===== src/rtl/addr_calc_pkg.sv =====
// Shared definitions for the address-calculation path: FSM state encoding and
// default counter widths used by the address generator and the length counter.
package addr_calc_pkg;

  localparam int unsigned CNT_W_DEF  = 32;
  localparam int unsigned STEP_W_DEF = 8;

  typedef enum logic [1:0] {
    ST_IDLE = 2'd0,
    ST_RUN  = 2'd1,
    ST_DONE = 2'd2
  } xfer_state_e;

endpackage


===== src/rtl/xfer_length_counter_if.sv =====
// Control/status bundle between the router FSM / address generator (master)
// and the transfer-length counter (slave).
interface xfer_length_counter_if #(
  parameter int unsigned CNT_W  = addr_calc_pkg::CNT_W_DEF,
  parameter int unsigned STEP_W = addr_calc_pkg::STEP_W_DEF
);

  logic              start;
  logic [CNT_W-1:0]  filesize;
  logic [STEP_W-1:0] step;
  logic              advance;
  logic              abort;
  logic              busy;
  logic [CNT_W-1:0]  count;
  logic [CNT_W-1:0]  remaining;
  logic              last;
  logic              done;
  logic              aborted;
  logic              err;

  modport master (
    output start, filesize, step, advance, abort,
    input  busy, count, remaining, last, done, aborted, err
  );

  modport slave (
    input  start, filesize, step, advance, abort,
    output busy, count, remaining, last, done, aborted, err
  );

endinterface


===== src/rtl/sat_step_adder.sv =====
// count + step computed one bit wider than count, compared against limit and
// clamped to it, so the counter can never wrap past the file size.
module sat_step_adder #(
  parameter int unsigned CNT_W  = addr_calc_pkg::CNT_W_DEF,
  parameter int unsigned STEP_W = addr_calc_pkg::STEP_W_DEF
) (
  input  logic [CNT_W-1:0]  count,
  input  logic [STEP_W-1:0] step,
  input  logic [CNT_W-1:0]  limit,
  output logic [CNT_W-1:0]  next,
  output logic              hit
);

  logic [CNT_W:0] sum;

  always_comb begin
    sum  = {1'b0, count} + (CNT_W+1)'(step);
    hit  = sum >= {1'b0, limit};
    next = hit ? limit : sum[CNT_W-1:0];
  end

endmodule


===== src/rtl/xfer_length_counter.sv =====
// Transfer-length counter: paces one file transfer by counting accepted beats of
// step_q units against a latched size, with start/done handshake, abort and err.
module xfer_length_counter #(
  parameter int unsigned CNT_W  = addr_calc_pkg::CNT_W_DEF,
  parameter int unsigned STEP_W = addr_calc_pkg::STEP_W_DEF
) (
  input logic                  clk,
  input logic                  rst_n,
  xfer_length_counter_if.slave bus
);

  import addr_calc_pkg::*;

  xfer_state_e       state_q, state_d;
  logic [CNT_W-1:0]  size_q, size_d;
  logic [CNT_W-1:0]  count_q, count_d;
  logic [STEP_W-1:0] step_q, step_d;
  logic              aborted_q, aborted_d;
  logic              err_q, err_d;
  logic [CNT_W-1:0]  sum_next;
  logic              sum_hit;
  logic [CNT_W-1:0]  remaining;

  sat_step_adder #(
    .CNT_W  (CNT_W),
    .STEP_W (STEP_W)
  ) u_adder (
    .count (count_q),
    .step  (step_q),
    .limit (size_q),
    .next  (sum_next),
    .hit   (sum_hit)
  );

  always_ff @(posedge clk or negedge rst_n) begin
    if (!rst_n) begin
      state_q <= ST_IDLE;
    end else begin
      state_q <= state_d;
    end
  end

  always_ff @(posedge clk or negedge rst_n) begin
    if (!rst_n) begin
      size_q    <= '0;
      step_q    <= '0;
      count_q   <= '0;
      aborted_q <= 1'b0;
      err_q     <= 1'b0;
    end else begin
      size_q    <= size_d;
      step_q    <= step_d;
      count_q   <= count_d;
      aborted_q <= aborted_d;
      err_q     <= err_d;
    end
  end

  always_comb begin
    state_d   = state_q;
    size_d    = size_q;
    step_d    = step_q;
    count_d   = count_q;
    aborted_d = 1'b0;
    err_d     = 1'b0;
    case (state_q)
      ST_IDLE: begin
        if (bus.start) begin
          if (bus.filesize == '0) begin
            // Zero-length file: complete without entering RUN.
            state_d = ST_DONE;
            size_d  = '0;
            step_d  = bus.step;
            count_d = '0;
          end else if (bus.step == '0) begin
            err_d = 1'b1;
          end else begin
            state_d = ST_RUN;
            size_d  = bus.filesize;
            step_d  = bus.step;
            count_d = '0;
          end
        end
      end
      ST_RUN: begin
        if (bus.abort) begin
          state_d   = ST_IDLE;
          aborted_d = 1'b1;
        end else if (bus.advance) begin
          count_d = sum_next;
          if (sum_hit) begin
            state_d = ST_DONE;
          end
        end
      end
      ST_DONE: state_d = ST_IDLE;
      default: state_d = ST_IDLE;
    endcase
  end

  always_comb begin
    remaining     = size_q - count_q;
    bus.remaining = remaining;
    bus.count     = count_q;
    bus.busy      = state_q != ST_IDLE;
    bus.done      = state_q == ST_DONE;
    bus.last      = (state_q == ST_RUN) && (remaining <= CNT_W'(step_q));
    bus.aborted   = aborted_q;
    bus.err       = err_q;
  end

endmodule

===== src/flat_wrapper.sv =====
// flat-port wrapper written by rule: the top's interface ports become plain ports
module xfer_length_counter_flat import addr_calc_pkg::*;
#(
  parameter int unsigned CNT_W  = addr_calc_pkg::CNT_W_DEF,
  parameter int unsigned STEP_W = addr_calc_pkg::STEP_W_DEF
)
  (clk, rst_n, bus_start, bus_filesize, bus_step, bus_advance, bus_abort, bus_busy, bus_count, bus_remaining, bus_last, bus_done, bus_aborted, bus_err);
  xfer_length_counter_if #(.CNT_W(CNT_W), .STEP_W(STEP_W)) bus_i ();
  input logic clk;
  input logic rst_n;
  input wire logic [$bits(bus_i.start)-1:0] bus_start;
  input wire logic [$bits(bus_i.filesize)-1:0] bus_filesize;
  input wire logic [$bits(bus_i.step)-1:0] bus_step;
  input wire logic [$bits(bus_i.advance)-1:0] bus_advance;
  input wire logic [$bits(bus_i.abort)-1:0] bus_abort;
  output wire logic [$bits(bus_i.busy)-1:0] bus_busy;
  output wire logic [$bits(bus_i.count)-1:0] bus_count;
  output wire logic [$bits(bus_i.remaining)-1:0] bus_remaining;
  output wire logic [$bits(bus_i.last)-1:0] bus_last;
  output wire logic [$bits(bus_i.done)-1:0] bus_done;
  output wire logic [$bits(bus_i.aborted)-1:0] bus_aborted;
  output wire logic [$bits(bus_i.err)-1:0] bus_err;
  assign bus_i.start = bus_start;
  assign bus_i.filesize = bus_filesize;
  assign bus_i.step = bus_step;
  assign bus_i.advance = bus_advance;
  assign bus_i.abort = bus_abort;
  assign bus_busy = bus_i.busy;
  assign bus_count = bus_i.count;
  assign bus_remaining = bus_i.remaining;
  assign bus_last = bus_i.last;
  assign bus_done = bus_i.done;
  assign bus_aborted = bus_i.aborted;
  assign bus_err = bus_i.err;
  xfer_length_counter #(.CNT_W(CNT_W), .STEP_W(STEP_W)) u_core (.clk(clk), .rst_n(rst_n), .bus(bus_i));
endmodule

===== config.mk =====
export PLATFORM = sky130hd
export DESIGN_NAME = xfer_length_counter_flat
export DESIGN_NICKNAME = d
export VERILOG_FILES = /design/src/rtl/addr_calc_pkg.sv /design/src/rtl/xfer_length_counter_if.sv /design/src/rtl/sat_step_adder.sv /design/src/rtl/xfer_length_counter.sv /design/src/flat_wrapper.sv
export SDC_FILE = /design/constraint.sdc
export NUM_CORES = 1
export LEC_CHECK = 0
export ABC_AREA = 1
export CAP_MARGIN = 20
export CORE_ASPECT_RATIO = 1.4
export CORE_MARGIN = 3
export CORE_UTILIZATION = 38
export CTS_CLUSTER_DIAMETER = 80
export DETAILED_ROUTE_END_ITERATION = 10
export SLEW_MARGIN = 0
export SYNTH_ARGS = -nofsm -noshare
export SYNTH_HDL_FRONTEND = slang
export SYNTH_HIERARCHICAL = 1
export SYNTH_SLANG_ARGS = --single-unit
export TNS_END_PERCENT = 50

===== constraint.sdc =====
create_clock -name clk -period 3.9 [get_ports clk]
set_input_delay 1.17 -clock clk [delete_from_list [all_inputs] [get_ports clk]]
set_output_delay 1.17 -clock clk [all_outputs]
set_load 0.005 [all_outputs]

**Yosys cells after proc, flatten, opt, wreduce, memory -nomap -nowiden**

Cells that the tools add are included.

- RAM bits: 0
- Memories kept: 0
- Memory bits (read-only): 0
- Register bits after elaboration: 76
- Logic and storage cells: 52
- Bits of input ports: 45
- Output and inout bits: 69
- Bits in latches: 0

- Bitwise operators: 0
- Muxes and demuxes: 24
- Shift operators: 0
- Reductions and logical operators: 9
- $mul: 0
- Equal/unequal tests: 9
- Order comparisons: 2
- Div/mod/pow operators: 0
- $add $sub $neg: 2

Operators with widths:

| cell | number |
|---|---|
| 32-bit 2-to-1 mux | 8 |
| 32-bit one-hot mux with 2 select lines | 1 |
| 32-bit by 8-bit adder with 33-bit output | 1 |
| 33-bit by 32-bit greater-or-equal comparator with 1-bit output | 1 |
| 32-bit by 8-bit less-or-equal comparator with 1-bit output | 1 |
| 32-bit logical NOT | 1 |
| 32-bit subtractor | 1 |
| 8-bit 2-to-1 mux | 2 |
| 2-bit 2-to-1 mux | 6 |
| 8-bit logical NOT | 1 |
| 1-bit 2-to-1 mux | 6 |
| 2-bit inequality test (second input constant) | 3 |
| 3-bit by 2-bit inequality test with 1-bit output (second input constant) | 2 |
| 5-bit AND reduction | 1 |
| 2-bit one-hot mux with 2 select lines | 1 |
| 4-bit AND reduction | 1 |
| 2-bit nonzero test | 2 |
| 3-bit inequality test (second input constant) | 1 |
| 3-bit AND reduction | 1 |
| 2-bit by 1-bit == test with 1-bit output (second input constant) | 1 |
| 2-bit == test (second input constant) | 1 |
| 2-bit logical NOT | 1 |
| 2-bit by 1-bit inequality test with 1-bit output (second input constant) | 1 |
| 1-bit logical AND | 1 |

**Depth between registers and ports, before layout**

Gate-level depths: netlist (run 1).

- Depth after elaboration: 6
- Depth in mapped cells: 27
- Gate-level depth less buffers: 26

**Hierarchy**

The synthesis (run 1) kept the hierarchy.

By module, submodules not included:

| module | cells each | sequential area each (um2) | area each (um2) | times used |
|---|---|---|---|---|
| xfer_length_counter | 921 | 1901.8 | 6194.7 | 1 |
| sat_step_adder | 519 | 0.0 | 2866.5 | 1 |

**Least setup slack after synthesis (run 1)**

No wires, ideal clock.

- Path kind: reg-to-output
- Start: reg u_core.size_q[0]
- End: out bus_last
- Data required time: 2.730 ns
- Slack: 0.230 ns
- Data arrival time: 2.500 ns
- Buffers on the path: 0
- Stages on the path, launching flop included: 19
- Path through: dfrtp_1 -> inv_1 -> ha_1 -> inv_1 -> fa_1 -> nand2_1 -> nand3_2 -> xor2_1 -> ha_1 -> nand2_1 -> nor2_1 -> nand4_1 -> a21oi_1 -> nand2_1 -> nor2_1 -> nand3_1 -> nor2_1 -> nand3_1 -> nor2_1

- Word-level cells in the longest chain between the ends: 3

RTL lines:

| element | line | RTL |
|---|---|---|
| from (decl) | xfer_length_counter.sv:15 | `logic [CNT_W-1:0] size_q, size_d;` |
| from (signal assigned) | xfer_length_counter.sv:51 | `size_q <= size_d;` |
| 32-bit subtractor | xfer_length_counter.sv:102 | `remaining = size_q - count_q;` |
| net bus_remaining[6] | flat_wrapper.sv:18 | `output wire logic [$bits(bus_i.remaining)-1:0] bus_remaining;` |
| 32-bit by 8-bit less-or-equal comparator with 1-bit output | xfer_length_counter.sv:107 | `bus.last = (state_q == ST_RUN) && (remaining <= CNT_W'(step_q));` |
| 1-bit logical AND | xfer_length_counter.sv:107 |  |
| to (decl) | flat_wrapper.sv:19 | `output wire logic [$bits(bus_i.last)-1:0] bus_last;` |

The timed path passes the listed nets, and every way through them passes these cells.

**Worst setup path after layout (run 1)**

- Start: reg u_core.size_q[0]
- End: out bus_last

- Word-level cells in the longest chain between the ends: 3

RTL lines:

| element | line |
|---|---|
| 32-bit subtractor | xfer_length_counter.sv:102 |
| 32-bit by 8-bit less-or-equal comparator with 1-bit output | xfer_length_counter.sv:107 |
| 1-bit logical AND | xfer_length_counter.sv:107 |

Every way passes these cells.

==> impl_results.md, run 1 <==
* Switching part of the total at 0.492
* Clock power share at 0.068
* CTS max path bufs at 2
* Die W at 137 um
* CORE AREA at roughly 23000 um^2
* Post-synth EDFFs at 0
* Clock H-tree levels at 3
* Tcrit/Tclk final at 1.12
* Port buffer count at 113
* Drt initial violations at 550
* Top FF cell, synth: dfrtp_1
* Crit path arrival time at roughly 3.2 ns
* Delay-heaviest family, CP: simple AND/OR/NAND/NOR gates
* Sequential Power Share at 0.099
* FP Rows at 66
* Max-slew violation count at 0
* Die Ht at 189 um
* Non-filler cells in the finished layout at approximately 2.0k
* Syn Area/Cell at 6.29 um^2
* Commonest non-fill, non-tap cells in the layout: nand2_1 (421), inv_1 (267), buf_4 (174)
* Area growth from synthesis to layout at 40.7%
* Final wirelength at 31100 um
* HPWL after detailed placement at 25500 um
* Status: finished with violations
* WS Path Type: reg -> out
* Cells after synthesis at 1440
* Violated checks: setup timing
* Post-route DRC at 0
* Fin nets at 1841
* Tightest Pin Transition at 0.982 ns
* Syn_nets at 1566
* Hold/Removal Path Class: reg -> reg
* Worst setup margin at -0.451 ns
* Initial antenna violation count at 0
* Final Skew at 0.00797 ns
* Crit end category: primary output
* Largest net degree at the start of global routing at about 80
* CTS Root Cell: clkbuf_16
* CTS tree: built
* Switch Pwr at about 6800 uW
* Via/cell ratio at ~4.9
* Layout cells sized above 1 at 0.248
* Post-cts hold buffer count at 0
* Pwr dens at about 1100 nW/um^2
* Fmax at 0.230 GHz
* Clock Latency Late Sink at around 0.35 ns
* Inst Count DP at 1993
* First-pass GRT wire length at 48500 um
* Via count at 9909
* Number of global-route vias before repair at 9563
* Final worst path period need at 4.35 ns
* Yosys cell types at 45
* Max VDD drop at 0.763 mV
* Initial DRT Pass Iterations at 5
* Routed Antenna Nets at 0
* DP Area at 11600 um^2
* # Max-Cap Violations at 0
* WP data required at 2.73 ns
* Internal at 7070 uW
* Asr flop ratio synth at 1.00
* Endpoints failing setup at 5
* Seq cells post-synth at between 70 and 80
* RSZ-0062 raised after global routing: yes
* Clk slew on worst S/H paths at 0.06 ns
* I/O pin count at around 110
* CTS buffer count at 9
* N_diodes at 0
* Total GRT Usage at 0.241
* Worst-path cell chain: inv_1 > ha_2 > inv_2 > fa_2 > nand2_2 > nand3_4 > xor2_2 > ha_1 > nand2_2 > o21a_1 > nand2_1 > a21oi_2 > buf_4 > nand2_1 > nor2_2 > nand3_2 > nor2_2 > nand3_1 > nor2_1 > buf_2
* Die area at ~26000 um^2
* Gpl congestion at 0.959
* Wirelength per Cell at between 15 and 20 um
* Util after Layout at 0.545
* Power consumption at 13900 uW
* Yosys top cell by area: dfrtp_1
* Max stage delay on crit path at 0.38 ns
* Yosys warning total at 6
* Crit path buf inv count at 4
* Sequential share of the synthesized area at 0.210
* Grt ovf at 0
* Leakage at ~0.0067 uW
* Crit-path slowest cell: fa_2
* Synth area leaders: dfrtp_1 (21%), nand2_1 (19%), inv_1 (11%), ha_1 (11%), nand3_1 (6.8%)
* Leading cell type in the layout, fill and taps excluded: nand2_1
* Fill cell count at 2296
* Worst-path fanout max at 4
* Num Clock Sinks at 76
* Initial Util at 0.388
* Comb pwr share at 0.833
* Area share of the largest cell type after synthesis at 0.210
* Post-route cell area at 12700 um^2
* Startpoint types: register
* Mapped cell area at 9060 um^2
* Final hold vios at 0
* Setup tns final at -0.602 ns
* Max-slew headroom at 0.346
worst register-to-register path, delay by kind of cell (launching register included):
kind	cells	cell delay, ns
buf+inv	5	0.66
compound gates	4	0.67
flops	1	0.39
fa+ha+maj	2	0.58
simple gates	13	1.36
layout make-up:
cell class	instances	area, um^2	share of cell area
multi-input cells	1054	6450	0.506
repair buffers	295	2620	0.206
flip-flops and latches	76	1900	0.149
inverters	279	1050	0.0826
well taps	306	383	0.0300
clock buffers	13	270	0.0212
clock inverters	3	67.6	0.00530
final timing paths:
path | startpoint | endpoint | slack, ns | cells after the start
worst max-delay path | u_core/size_q[0]$_DFFE_PN0P_ | bus_last | -0.45 | 20
worst min-delay path | u_core/step_q[2]$_DFFE_PN0P_ | u_core/step_q[2]$_DFFE_PN0P_ | 0.57 | 2
worst max register to register | u_core/bus.count[6]$_DFFE_PN0P_ | u_core/bus.count[6]$_DFFE_PN0P_ | 0.15 | 24
worst min register to register | u_core/step_q[2]$_DFFE_PN0P_ | u_core/step_q[2]$_DFFE_PN0P_ | 0.57 | 2
max in group asynchronous | rst_n | u_core/size_q[3]$_DFFE_PN0P_ | 2.29 | 1
min in group asynchronous | rst_n | u_core/bus.count[30]$_DFFE_PN0P_ | 0.99 | 1
power by group through the flow:
stage	Clock [uW]	Combinational, uW	Sequential [uW]
6_report	942	11600	1380
4_1_cts	963	11000	1370
5_1_grt	990	12800	1410
2_1_floorplan	0	5570	1410
3_3_place_gp	0	10300	1350
3_5_place_dp	0	10400	1360
metal layers:
metal  wire (um)  global-route usage  vias up  share of wire
li1            -                   -     5050              -
met1       12600               0.294     4535           0.41
met5           0                   0        -              0
met4        1470               0.117        0          0.047
met3        1280              0.0163       66          0.041
met2       15700               0.423      258           0.51
Yosys cell counts (4+ instances only):
master,number
a21oi_2,5
inv_2,5
clkbuf_1,5
a21oi_1,42
nand2_2,41
nor3_1,7
o21bai_1,7
o21ai_1,33
nor2_1,96
nand3b_1,11
nand3_2,8
ha_1,79
xor2_1,19
o21ai_2,40
dfrtp_1,76
buf_6,13
nand3_1,123
o21ai_0,11
nor2_2,10
buf_4,6
nand4_1,22
xnor2_1,6
inv_1,273
nor2_4,5
nor4_1,8
nand2_1,455
or2_1,4
logic make-up (layout without fill, tap and decap cells):
| group | Yosys count | count (layout) | share of synthesized area |
|---|---|---|---|
| buffers and inverters | 310 | 590 | 0.148 |
| DFF | 76 | 76 | 0.210 |
| and+or+nand+nor | 801 | 801 | 0.398 |
| AOI/OAI and AO/OA | 147 | 147 | 0.106 |
| adders and majority gates | 81 | 81 | 0.114 |
| xor gates and xnor gates | 25 | 25 | 0.0242 |
metrics by stage:
stage                     hold WS, ns  setup slack (ns)
after global placement          0.551            -0.634
after global routing            0.599            -0.679
final                           0.567            -0.451
after floorplan                 0.480             0.230
after CTS                       0.570            -0.596
after detailed placement        0.556            -0.663
state kept, by name, indices dropped and copies added (netlist names):
signal / count
u_core/bus.err: 1
u_core/bus.aborted: 1
u_core/size_q: 32
u_core/state_q: 2
u_core/step_q: 8
u_core/bus.count: 32
what timing repair did:
action / in CTS / in global routing
pin swaps: 27 / 34
setup endpoints to repair: 19 / 54
buffers inserted: 14 / 7
resized for setup: 83 / 77
cloned: 0 / 1
(Power assumes the default switching activity.)
==> run 2, diff against run 1 <==
Settings changed: CTS_CLUSTER_DIAMETER 80 to unset.
==> results of run 2 <==
No change in the layout: final DEF, timing and power equal those of run 1.
